**src/rtl/serial_add_pkg.sv**
```systemverilog
// Shared constants for the bit-serial add/subtract controller.
// State encodings are plain 2-bit constants so older tools can consume them.
package serial_add_pkg;

    localparam int WIDTH_DEF = 8;

    localparam logic [1:0] IDLE = 2'd0;
    localparam logic [1:0] RUN  = 2'd1;
    localparam logic [1:0] DONE = 2'd2;

endpackage

```
**src/rtl/half_adder_data.sv**
```systemverilog
// 1-bit half adder; two of these plus an OR form the serial full-add cell.
module half_adder_data (
    input  logic a_i,
    input  logic b_i,
    output logic s_o,
    output logic c_o
);

    assign s_o = a_i ^ b_i;
    assign c_o = a_i & b_i;

endmodule

```
**src/rtl/serial_fa_cell.sv**
```systemverilog
// 1-bit full adder built from two half adders, time-shared by the controller.
module serial_fa_cell (
    input  logic a_i,
    input  logic b_i,
    input  logic c_i,
    output logic s_o,
    output logic c_o
);

    logic s0;
    logic c0;
    logic c1;

    half_adder_data u_ha0 (
        .a_i (a_i),
        .b_i (b_i),
        .s_o (s0),
        .c_o (c0)
    );

    half_adder_data u_ha1 (
        .a_i (s0),
        .b_i (c_i),
        .s_o (s_o),
        .c_o (c1)
    );

    assign c_o = c0 | c1;

endmodule

```
**src/rtl/serial_add_ctrl.sv**
```systemverilog
// Bit-serial add/subtract controller: one full-add cell, LSB-first,
// operands and result exchanged over valid/ready handshakes.
module serial_add_ctrl
    import serial_add_pkg::*;
#(
    parameter int WIDTH = WIDTH_DEF
) (
    input  logic             clk,
    input  logic             rst,
    input  logic             in_valid,
    output logic             in_ready,
    input  logic [WIDTH-1:0] in_a,
    input  logic [WIDTH-1:0] in_b,
    input  logic             in_sub,
    output logic             out_valid,
    input  logic             out_ready,
    output logic [WIDTH-1:0] out_sum,
    output logic             out_cout
);

    localparam int CW = $clog2(WIDTH);
    localparam logic [CW-1:0] LAST = CW'(WIDTH - 1);

    logic [1:0]       state_q, state_d;
    logic [WIDTH-1:0] a_q, a_d;
    logic [WIDTH-1:0] b_q, b_d;
    logic [WIDTH-1:0] sum_q, sum_d;
    logic             carry_q, carry_d;
    logic [CW-1:0]    cnt_q, cnt_d;
    logic             fa_s;
    logic             fa_c;

    serial_fa_cell u_fa (
        .a_i (a_q[0]),
        .b_i (b_q[0]),
        .c_i (carry_q),
        .s_o (fa_s),
        .c_o (fa_c)
    );

    always_comb begin
        state_d = state_q;
        a_d     = a_q;
        b_d     = b_q;
        sum_d   = sum_q;
        carry_d = carry_q;
        cnt_d   = cnt_q;
        unique case (state_q)
            IDLE: begin
                if (in_valid) begin
                    // Subtract is A + ~B + 1: invert B, seed carry with 1.
                    a_d     = in_a;
                    b_d     = in_sub ? ~in_b : in_b;
                    carry_d = in_sub;
                    sum_d   = '0;
                    cnt_d   = '0;
                    state_d = RUN;
                end
            end
            RUN: begin
                a_d     = a_q >> 1;
                b_d     = b_q >> 1;
                sum_d   = {fa_s, sum_q[WIDTH-1:1]};
                carry_d = fa_c;
                if (cnt_q == LAST) begin
                    state_d = DONE;
                end else begin
                    cnt_d = cnt_q + 1'b1;
                end
            end
            DONE: begin
                if (out_ready) begin
                    state_d = IDLE;
                end
            end
            default: state_d = IDLE;
        endcase
    end

    always_ff @(posedge clk or posedge rst) begin
        if (rst) begin
            state_q <= IDLE;
            a_q     <= '0;
            b_q     <= '0;
            sum_q   <= '0;
            carry_q <= 1'b0;
            cnt_q   <= '0;
        end else begin
            state_q <= state_d;
            a_q     <= a_d;
            b_q     <= b_d;
            sum_q   <= sum_d;
            carry_q <= carry_d;
            cnt_q   <= cnt_d;
        end
    end

    // Outputs decode registered state only; result is masked outside DONE.
    assign in_ready  = (state_q == IDLE);
    assign out_valid = (state_q == DONE);
    assign out_sum   = out_valid ? sum_q : '0;
    assign out_cout  = out_valid & carry_q;

endmodule
```
**config.mk**
```make
export PLATFORM = sky130hd
export DESIGN_NAME = serial_add_ctrl
export DESIGN_NICKNAME = d
export VERILOG_FILES = /design/src/rtl/serial_add_pkg.sv /design/src/rtl/half_adder_data.sv /design/src/rtl/serial_fa_cell.sv /design/src/rtl/serial_add_ctrl.sv
export SDC_FILE = /design/constraint.sdc
export NUM_CORES = 1
export LEC_CHECK = 0
export BUFFER_PORTS_ARGS = -buffer_cell sky130_fd_sc_hd__buf_2
export CORE_UTILIZATION = 50
export CTS_CLUSTER_SIZE = 25
export DETAILED_ROUTE_END_ITERATION = 10
export GPL_TIMING_DRIVEN = 0
export HOLD_SLACK_MARGIN = 0.1
export PLACE_DENSITY = 0.86
export SLEW_MARGIN = 20
export SYNTH_ARGS = -nofsm -noshare
export SYNTH_HDL_FRONTEND = slang
export SYNTH_SLANG_ARGS = --single-unit
```
**constraint.sdc**
```tcl
create_clock -name clk -period 2.1 [get_ports clk]
set_clock_uncertainty 0.2 [all_clocks]
set_input_delay 0.315 -clock clk [delete_from_list [all_inputs] [get_ports clk]]
set_output_delay 0.315 -clock clk [all_outputs]
set_load 0.02 [all_outputs]
```
# Yosys cells after proc, flatten, opt, wreduce, memory -nomap -nowiden
# Cells that the tools add are included.
# op_classes
n_bitwise	7
n_shift	0
mux	17
mul	0
order_cmp	0
n_reduce_logical	5
add_sub_neg	1
div	0
n_eq_ne	7
# ops
operator	count
$pmux W8 S2	3
$mux W8	5
$not A8 Y8	1
$mux W2	3
$mux W3	2
$ne A2 B2 Y1 const B	3
$pmux W2 S3	1
$pmux W3 S2	1
$reduce_and A3 Y1	2
$add A3 B1 Y3 const B	1
$and A1 B1 Y1	3
$eq A3 B3 Y1 const B	1
$eq A2 B1 Y1 const B	1
$eq A2 B2 Y1 const B	1
$logic_not A2 Y1	1
$ne A2 B1 Y1 const B	1
$pmux W1 S2	1
$reduce_and A2 Y1	1
$reduce_bool A2 Y1	1
$xor A1 B1 Y1	2
$mux W1	1
$or A1 B1 Y1	1
# word_totals
elab_cells	43
ff_bits	30
ramBits	0
latchBits	0
out_inout_bits	11
mem_bits_ro	0
memories	0

# Depth between registers and ports, before layout
# Gate-level depths: netlist (run 1).
# depth
word_depth	4
depth_mapped	6

# Modules after synthesis
# A second synthesis (run 1) with hierarchy kept.
# unflattened
cells_unflattened	153
area_unflattened_um2	1550.2
# by_module_without_submodules
mod	seq_area_each_um2	n_inst	area_per_inst_um2	cells_per_inst
serial_add_ctrl	750.7	1	1519.0	150
half_adder_data	0.0	2	12.5	1
serial_fa_cell	0.0	1	6.3	1

# Worst setup path before layout (run 1)
# Ideal clock, no wire load.
# synth_timing
path_type	register -> output
from	reg state_q[1]
to	out out_cout
arrival_ns	1.313
path_buffers	2
setup_slack_ns	0.272
stages_incl_launch_ff	6
cell_sequence	dfrtp_1 -> buf_2 -> nor2b_1 -> clkbuf_1 -> inv_1 -> nor2_1
# synth_via
elab_chain_len	2
# synth_lines
item	line	text
start, declared	serial_add_ctrl.sv:24	logic [1:0] state_q, state_d;
start signal, assigned	serial_add_ctrl.sv:89	state_q <= state_d;
$eq A2 B2 Y1	serial_add_ctrl.sv:100	assign out_valid = (state_q == DONE);
named net out_valid	serial_add_ctrl.sv:15	output logic out_valid,
$and A1 B1 Y1	serial_add_ctrl.sv:102	assign out_cout = out_valid & carry_q;
end, declared	serial_add_ctrl.sv:18	output logic out_cout
# The timed path passes the listed nets, and every way through them passes these cells.

# Final worst setup path (run 1)
# layout_timing
from	reg state_q[1]
to	out out_cout
# layout_via
elab_chain_len	2
# layout_lines
item	line
$eq A2 B2 Y1	serial_add_ctrl.sv:100
$and A1 B1 Y1	serial_add_ctrl.sv:102
# No other way between the ends.

==> results of run 1 <==
-- worst max path at each step --
| stage | from | endpoint | slack [ns] | depth (start not counted) |
|---|---|---|---|---|
| 4_1_cts | state_q[1]$_DFFE_PP0P_ | out_cout | 0.01 | 6 |
| 2_1_floorplan | state_q[1]$_DFFE_PP0P_ | out_cout | 0.27 | 5 |
| 6_report | state_q[1]$_DFFE_PP0P_ | out_cout | 0.11 | 6 |
| 5_1_grt | state_q[1]$_DFFE_PP0P_ | out_cout | 0.02 | 6 |
| 3_5_place_dp | state_q[1]$_DFFE_PP0P_ | out_cout | 0.22 | 6 |
| 3_3_place_gp | state_q[1]$_DFFE_PP0P_ | out_cout | 0.31 | 6 |
-- metal layers --
| layer | GRT usage, % | part of all wire [%] |
|---|---|---|
| met5 | 0 | 0 |
| met4 | 4.18 | 0.73 |
| met3 | 6.70 | 5.6 |
| met2 | 39.2 | 50 |
| met1 | 26.3 | 44 |
-- stage by stage --
stage	utilization [%]	total power, W	std cells	area (sq um)
floorplan	-	0.00163	151	1550
global placement	60.8	0.00178	212	1740
detailed placement	60.8	0.00186	212	1740
CTS	65.2	0.00223	226	1860
global route	65.8	0.00242	227	1880
finish	65.8	0.00222	227	1880
-- cell families after synthesis --
| family | count (synthesis) | synth area share [%] |
|---|---|---|
| compound gates | 39 | 18.7 |
| simple gates | 35 | 11.7 |
| flops | 30 | 48.5 |
| buf+inv | 27 | 7.85 |
| mux | 9 | 5.83 |
| xor+xnor | 8 | 4.53 |
| fa+ha+maj | 3 | 2.91 |
-- power breakdown --
group,leakage (nW),switching (W),internal (W)
Clock,0.0353,0.000192,0.000162
Sequential,0.385,0.000154,0.000823
Combinational,0.500,0.000476,0.000411
-- state kept, by name, indices dropped and copies added, names as in the netlist --
register	flops
a_q	8
b_q	8
carry_q	1
cnt_q	3
state_q	2
sum_q	8
-- worst max-delay path, delay by kind of cell (launching register included) --
family	cells	cell delay, ns
AND/OR/NAND/NOR	2	0.29
flip-flops	1	0.33
buffers and inverters	4	0.53
-- placed cells by master (no fill, tap or decap), drive strengths merged, types with 7 or more instances in the layout --
master / instances
buf: 42
dfrtp: 30
nand2: 14
o21ai: 14
inv: 14
mux2i: 9
clkbuf: 9
and2: 8
a22o: 7
xnor2: 7
o32ai: 7
a221o: 7
-- area by class of cell --
cell class                 count  area [sq um]  share of cell area, %
timing repair buffer          37           218                   11.6
clock inverter                 1          5.00                  0.267
inverter                      14          52.6                   2.80
sequential                    30           751                   40.0
clock buffer                   7          55.1                   2.93
tap                           31          38.8                   2.07
multi-input combinational     94           682                   36.3
buffer                        13          75.1                   4.00
-- timing repair --
action                                  4_1_cts  5_1_grt
setup buffers                                 0        0
endpoints found under the hold margin        35        0
endpoints found under the setup margin        9        1
cloned                                        0        1
resized for setup                             2        6
hold buffers                                  6        0
==> reports/metrics.yaml, run 1 <==
finalNetCount: 219
cts_root_buf: "clkbuf_4"
hold_start: "in_a[0]"
routed_wl_mm: 3.15
grt_pass1_wl_mm: 5.46
clock_latency_ns: 0.33
drc_errors: 2
arrival_ns: 1.48
crit_type: "reg -> out"
area_growth_pct: 21.4
preCtsSetupSlack_ns: 0.216
initial_utilization_pct: 54.2
clk_pin_slew_ns: 0.09
grt_pass1_vias: 1243
whs_ns: 0.109
slew_viol_final: 0
slew-limit-headroom_pct: 59.7
die_h_microns: 57.6
maxCapViolCount: 0
timing.setup.tns_ns: 0
port_buffers: 30
post_drt_wl_per_cell_microns: 13.9
seq_area_frac_synth_pct: 48.5
synth.most_common_cell: "dfrtp_1"
cp_max_fo: 9
vias: 1237
cts.htree.levels: 2
r2r_setup_slack_ns: 0.38
overflow: 0
reg2reg_depth: 5
timing.rr.end: "cnt_q[2]$_DFFE_PP0P_"
max_freq_mhz: 502
critPathMaxStageDelay_ns: 0.33
yosysWarnings: 0
cts_buffers: 5
drtPass1Iterations: 7
post-route-min-period_ns: 1.99
hold_viol: 0
violations: "DRC"
cp.required_ns: 1.58
reg2reg_from: "cnt_q[0]$_DFFE_PP0P_"
worst_pin_slew_ns: 0.603
synth_top_area_share_pct: 48.5
ir_drop_v: 0.000565
viasPerCell: 5.45
synth.area.top_cells: "dfrtp_1, mux2i_1, a221o_1"
min_period_over_period_pct: 94.8
rsz0062_at_grt: "false"
synthTopCellsByCount: "dfrtp_1, inv_1, nand2_1, o21ai_0, buf_2"
synthCells: 151
diodes: 0
gp_congestion: 0.810
core_area_sq_um: 2850
dieArea_sq_um: 3320
crit_chain: "clkbuf_4, nor2b_4, buf_4, inv_1, nor2_1, buf_4"
avgSynthCellArea_sq_um: 10.2
path_common_cell: "buf_4"
ant_nets: 0
synth_nets: 175
status: "complete, but fails checks"
ctsLongestPathBuffers: 2
grt_max_degree: 31
dpl.hpwl_mm: 2.24
p_per_area_nw_per_um2: 1180
synth.distinct_cells: 25
worstHoldEndpoint: "a_q[0]$_DFFE_PP0P_"
synth_top_area_cell: "dfrtp_1"
tritoncts: "built"
hold_depth: 3
die_x_microns: 57.6
track_usage_pct: 21.9
synth_seq_cells: 30
cp-start-kind: "flip-flop"
min_path_type: "in -> reg"
leakagePower_nw: 0.920
nFillCells: 229
num_rows: 19
synthArstFlopShare_pct: 100
antenna_found_initial: 0
synth_ff_type: "dfrtp_1"
drive_gt1_share_pct: 27.0
synth_edf_count: 0
cts_sinks: 30
synthesis.area_sq_um: 1550
finalWorstSetupSlack_ns: 0.108
drt-initial-drc-count: 59
end_kind: "output port"
num_io_pins: 32
cpMaxStageDelayCell: "dfrtp_1"
setup_viol_count_final: 0
Power figures use the tool's default switching activity.
==> run 2, diff against run 1 <==
- CORE_ASPECT_RATIO: default -> 0.75
==> run 2 against run 1 <==
The flow now finishes without violations. Register-to-register slack improved by 0.02 ns. Critical path depth is the same. Critical endpoint unchanged. Die area barely moved. Fmax grew 1.7%. Highest routed layer unchanged. Sequential power is essentially flat. Sequential cell count did not move. Sequential share of layout area increased by 0.71 points. Largest power group unchanged.
==> reports/metrics.yaml, run 2 (same netlist as run 1, synthesis figures left out) <==
leakagePower_nw: 0.906
grt_max_degree: 31
slew-limit-headroom_pct: 59.6
num_io_pins: 32
ctsLongestPathBuffers: 2
maxCapViolCount: 0
antenna_found_initial: 0
whs_ns: 0.134
reg2reg_from: "cnt_q[0]$_DFFE_PP0P_"
final_util_pct: 62.8
gp_congestion: 0.756
dieArea_sq_um: 3320
layout_common_cells: "buf_2, dfrtp_1, nand2_1, o21ai_0, inv_1"
preCtsSetupSlack_ns: 0.323
dr_wl_met3_microns: 167
post_drt_wl_per_cell_microns: 14.1
num_rows: 17
r2r_setup_slack_ns: 0.40
cp_max_fo: 10
dpl.hpwl_mm: 2.38
arrival_ns: 1.44
timing.rr.end: "cnt_q[1]$_DFFE_PP0P_"
routed_wl_mm: 3.22
p_per_area_nw_per_um2: 1240
min_path_type: "in -> reg"
critPathMaxStageDelay_ns: 0.31
status: "complete, no violations"
initial_utilization_pct: 52.7
path_delay_family: "buffers and inverters"
viasPerCell: 5.39
crit_buf_inv: 4
cts_setup_buffers: 0
finalNetCount: 214
wirelength_met1_mm: 1.41
end_kind: "output port"
hold_depth: 3
port_buffers: 30
timing.setup.tns_ns: 0
tritoncts: "built"
reg2reg_depth: 5
wl_met2_mm: 1.57
max_freq_mhz: 511
vias: 1228
die_x_microns: 66.2
final_common_cell: "buf_2"
hold_start: "in_a[2]"
cp.required_ns: 1.58
worst_pin_slew_ns: 0.605
diodes: 0
drive_gt1_share_pct: 26.8
cp-start-kind: "flip-flop"
crit_type: "reg -> out"
cpMaxStageDelayCell: "dfrtp_1"
setup_viol_count_final: 0
cts_buffers: 5
area_growth_pct: 19.3
ir_drop_v: 0.000561
overflow: 0
finalWorstSetupSlack_ns: 0.142
worstHoldEndpoint: "a_q[2]$_DFFE_PP0P_"
drc_errors: 0
clk_pin_slew_ns: 0.06
clock_latency_ns: 0.28
ant_nets: 0
drt-initial-drc-count: 55
core_area_sq_um: 2940
path_common_cell: "buf_2"
slew_viol_final: 0
nFillCells: 259
crit_chain: "buf_2, nor2b_1, clkbuf_2, inv_1, nor2_1, buf_2"
top_regs: "a_q x8, b_q x8, sum_q x8"
cts_root_buf: "clkbuf_8"
cts_sinks: 30
hold_viol: 0
cts.htree.levels: 2
grt_pass1_wl_mm: 5.22
rsz0062_at_grt: "false"
power_w: 0.00229
drtPass1Iterations: 4
top_layer_used: "met4"
post-route-min-period_ns: 1.96
die_h_microns: 50.2
min_period_over_period_pct: 93.3
grt_pass1_vias: 1147
track_usage_pct: 22.0
-- run 2: cell types whose count changed in the layout (fill, tap and decap cells not counted), sizes merged --
cell / change
clkinv: +1
buf: -1
clkbuf: -2
dlygate4sd3: -4
-- run 2: area by class of cell --
cell class | count | area (sq um) | area share [%]
Clock inverter | 2 | 10.0 | 0.543
Clock buffer | 5 | 68.8 | 3.73
Inverter | 14 | 52.6 | 2.85
Multi-Input combinational cell | 94 | 674 | 36.6
Timing Repair Buffer | 32 | 170 | 9.23
Tap cell | 38 | 47.5 | 2.58
Buffer | 13 | 70.1 | 3.80
Sequential cell | 30 | 751 | 40.7
-- run 2: worst max path at each step --
stage | startpoint | to | depth (start not counted)
floorplan | state_q[1]$_DFFE_PP0P_ | out_cout | 5
global placement | state_q[1]$_DFFE_PP0P_ | out_cout | 6
detailed placement | state_q[1]$_DFFE_PP0P_ | out_cout | 6
CTS | state_q[1]$_DFFE_PP0P_ | out_cout | 6
global route | state_q[1]$_DFFE_PP0P_ | out_cout | 6
finish | state_q[1]$_DFFE_PP0P_ | out_cout | 6
-- run 2: metal layers --
metal  GRT usage [%]  vias to the layer above
met3            6.36                        8
li1                -                      596
met1            28.2                      586
met5               0                        -
met2            34.2                       38
met4            11.0                        0
-- run 2: worst min-delay path, stage by stage --
cell and delay (ns):
buf_2 0.08, mux2i_1 0.06, o21ai_0 0.13
-- run 2: power breakdown --
group / switching, W / internal, W
registers: 0.000154 / 0.000826
logic: 0.000479 / 0.000401
clock network: 0.000205 / 0.000221
total: 0.000838 / 0.00145
-- run 2: what timing repair did --
item,in CTS,in global routing
hold buffers,1,1
resized for setup,0,2
setup endpoints to repair,0,9
endpoints found under the hold margin,1,30
-- run 2: metrics by stage --
step | area (sq um) | std cells
after floorplan | 1550 | 151
after global placement | 1740 | 219
after detailed placement | 1740 | 219
after CTS | 1830 | 227
after global routing | 1840 | 228
final | 1840 | 228
==> run 3, diff against run 2 <==
- PLACE_DENSITY: 0.86 -> 0.74
==> run 3 against run 2 <==
Final cell count stayed put. Routed wire length is 1.9% lower. Sequential cell count stayed put. Die area stayed put. Clock-buffer cell count stayed put. Sequential power is 0.6% higher. First-iteration DRC count is 36% higher. Hold slack better by 0.011 ns. Clock power is 1% lower. Global-route usage is 0.51 points higher. Largest cell class unchanged. Largest power group unchanged.
==> reports/metrics.yaml, run 3 (same netlist as run 1, synthesis figures left out) <==
timing.setup.tns_ns: 0
post_drt_wl_per_cell_microns: 13.9
overflow: 0
cts_setup_buffers: 0
grt_max_degree: 31
dieArea_sq_um: 3320
cp-start-kind: "flip-flop"
port_buffers: 30
die_x_microns: 66.2
p_int_w: 0.00145
core_area_sq_um: 2940
viasPerCell: 5.39
final_common_cell: "buf_2"
cts_buffers: 5
min_period_over_period_pct: 92.0
initial_utilization_pct: 52.7
clock_latency_ns: 0.28
area_growth_pct: 19.3
switchingPower_w: 0.000828
combinationalPowerShare_pct: 38.1
gp_congestion: 0.754
drtPass1Iterations: 4
crit_chain: "buf_2, nor2b_1, clkbuf_2, inv_1, nor2_1, buf_2"
crit_buf_inv: 4
dp.cells: 219
drc_errors: 0
antenna_found_initial: 0
path_common_cell: "buf_2"
use_met3_pct: 6.14
finalNetCount: 214
path_delay_family: "buffers and inverters"
cp.required_ns: 1.58
cp_max_fo: 10
die_h_microns: 50.2
leakagePower_nw: 0.906
vias: 1228
ctsLongestPathBuffers: 2
dpl.hpwl_mm: 2.28
top_regs: "a_q x8, b_q x8, sum_q x8"
setup_viol_count_final: 0
crit_type: "reg -> out"
cpMaxStageDelayCell: "dfrtp_1"
slew_viol_final: 0
maxCapViolCount: 0
p_per_area_nw_per_um2: 1230
slew-limit-headroom_pct: 59.7
cts_root_buf: "clkbuf_8"
cts_sinks: 30
num_io_pins: 32
met2_usage_pct: 35.0
max_freq_mhz: 518
grt_pass1_vias: 1215
track_usage_pct: 22.5
layout.cells.non_filler: 228
pwr-share-clk_pct: 18.6
post-route-min-period_ns: 1.93
whs_ns: 0.145
cts.htree.levels: 2
diodes: 0
hold_viol: 0
grt_pass1_wl_mm: 5.43
min_path_type: "in -> reg"
worst_pin_slew_ns: 0.604
use_met1_pct: 29.3
p_sw_share_pct: 36.4
rsz0062_at_grt: "false"
grt_most_used_layer: "met2"
ir_drop_v: 0.000512
final_util_pct: 62.8
layout_common_cells: "buf_2, dfrtp_1, nand2_1, o21ai_0, inv_1"
tritoncts: "built"
end_kind: "output port"
clk_pin_slew_ns: 0.06
pwr-share-seq_pct: 43.3
critPathMaxStageDelay_ns: 0.31
num_rows: 17
drive_gt1_share_pct: 26.8
arrival_ns: 1.42
status: "complete, no violations"
drt-initial-drc-count: 75
routed_wl_mm: 3.16
ant_nets: 0
==> run 3: cell counts in the layout (fill, tap and decap cells not counted) <==
Identical to the previous run, type by type.
==> run 3: final cells by class <==
class	count	area (sq um)
Sequential cell	30	751
Clock buffer	5	68.8
Tap cell	38	47.5
Fill cell	249	1090
Clock inverter	2	10.0
Timing Repair Buffer	32	170
Buffer	13	70.1
Multi-Input combinational cell	94	674
Inverter	14	52.6
==> run 3: power by group through the flow <==
stage               Combinational [W]  Sequential, W  Clock [W]
finish                       0.000867       0.000986   0.000422
global route                 0.000981        0.00102   0.000460
floorplan                    0.000684       0.000941          0
detailed placement           0.000871       0.000989          0
CTS                          0.000877       0.000982   0.000436
global placement             0.000819       0.000972          0
==> run 3: repair_timing <==
action,CTS,global route
endpoints found under the setup margin,0,9
gates resized for setup,0,2
hold buffers,1,1
hold endpoints to repair,1,30
==> run 3: tightest hold or removal path: stages <==
cell and delay [ns]:
buf_2 0.07, mux2i_1 0.06, o21ai_0 0.14
==> run 3: final timing paths <==
check / slack [ns] / cells after the start / start / end
max in group asynchronous: 0.85 / 3 / rst / a_q[7]$_DFFE_PP0P_
worst max-delay path: 0.17 / 6 / state_q[1]$_DFFE_PP0P_ / out_cout
min in group asynchronous: 0.45 / 3 / rst / cnt_q[2]$_DFFE_PP0P_
worst min-delay path: 0.14 / 3 / in_a[6] / a_q[6]$_DFFE_PP0P_
worst min register to register: 0.28 / 2 / a_q[2]$_DFFE_PP0P_ / a_q[2]$_DFFE_PP0P_
worst max register to register: 0.38 / 5 / cnt_q[0]$_DFFE_PP0P_ / cnt_q[2]$_DFFE_PP0P_
==> run 3: stage by stage <==
step / instance area (sq um) / setup slack [ns] / total power (W)
final: 1840 / 0.168 / 0.00227
after global routing: 1840 / 0.0285 / 0.00246
after CTS: 1830 / 0.0166 / 0.00230
after detailed placement: 1740 / 0.333 / 0.00186
after global placement: 1740 / 0.345 / 0.00179
after floorplan: 1550 / 0.272 / 0.00163
==> run 3: routing by layer <==
metal | share of wire (%) | vias up
li1 | - | 600
met1 | 47 | 601
met2 | 48 | 22
met3 | 3.8 | 5
met4 | 1.4 | 0
met5 | 0 | -
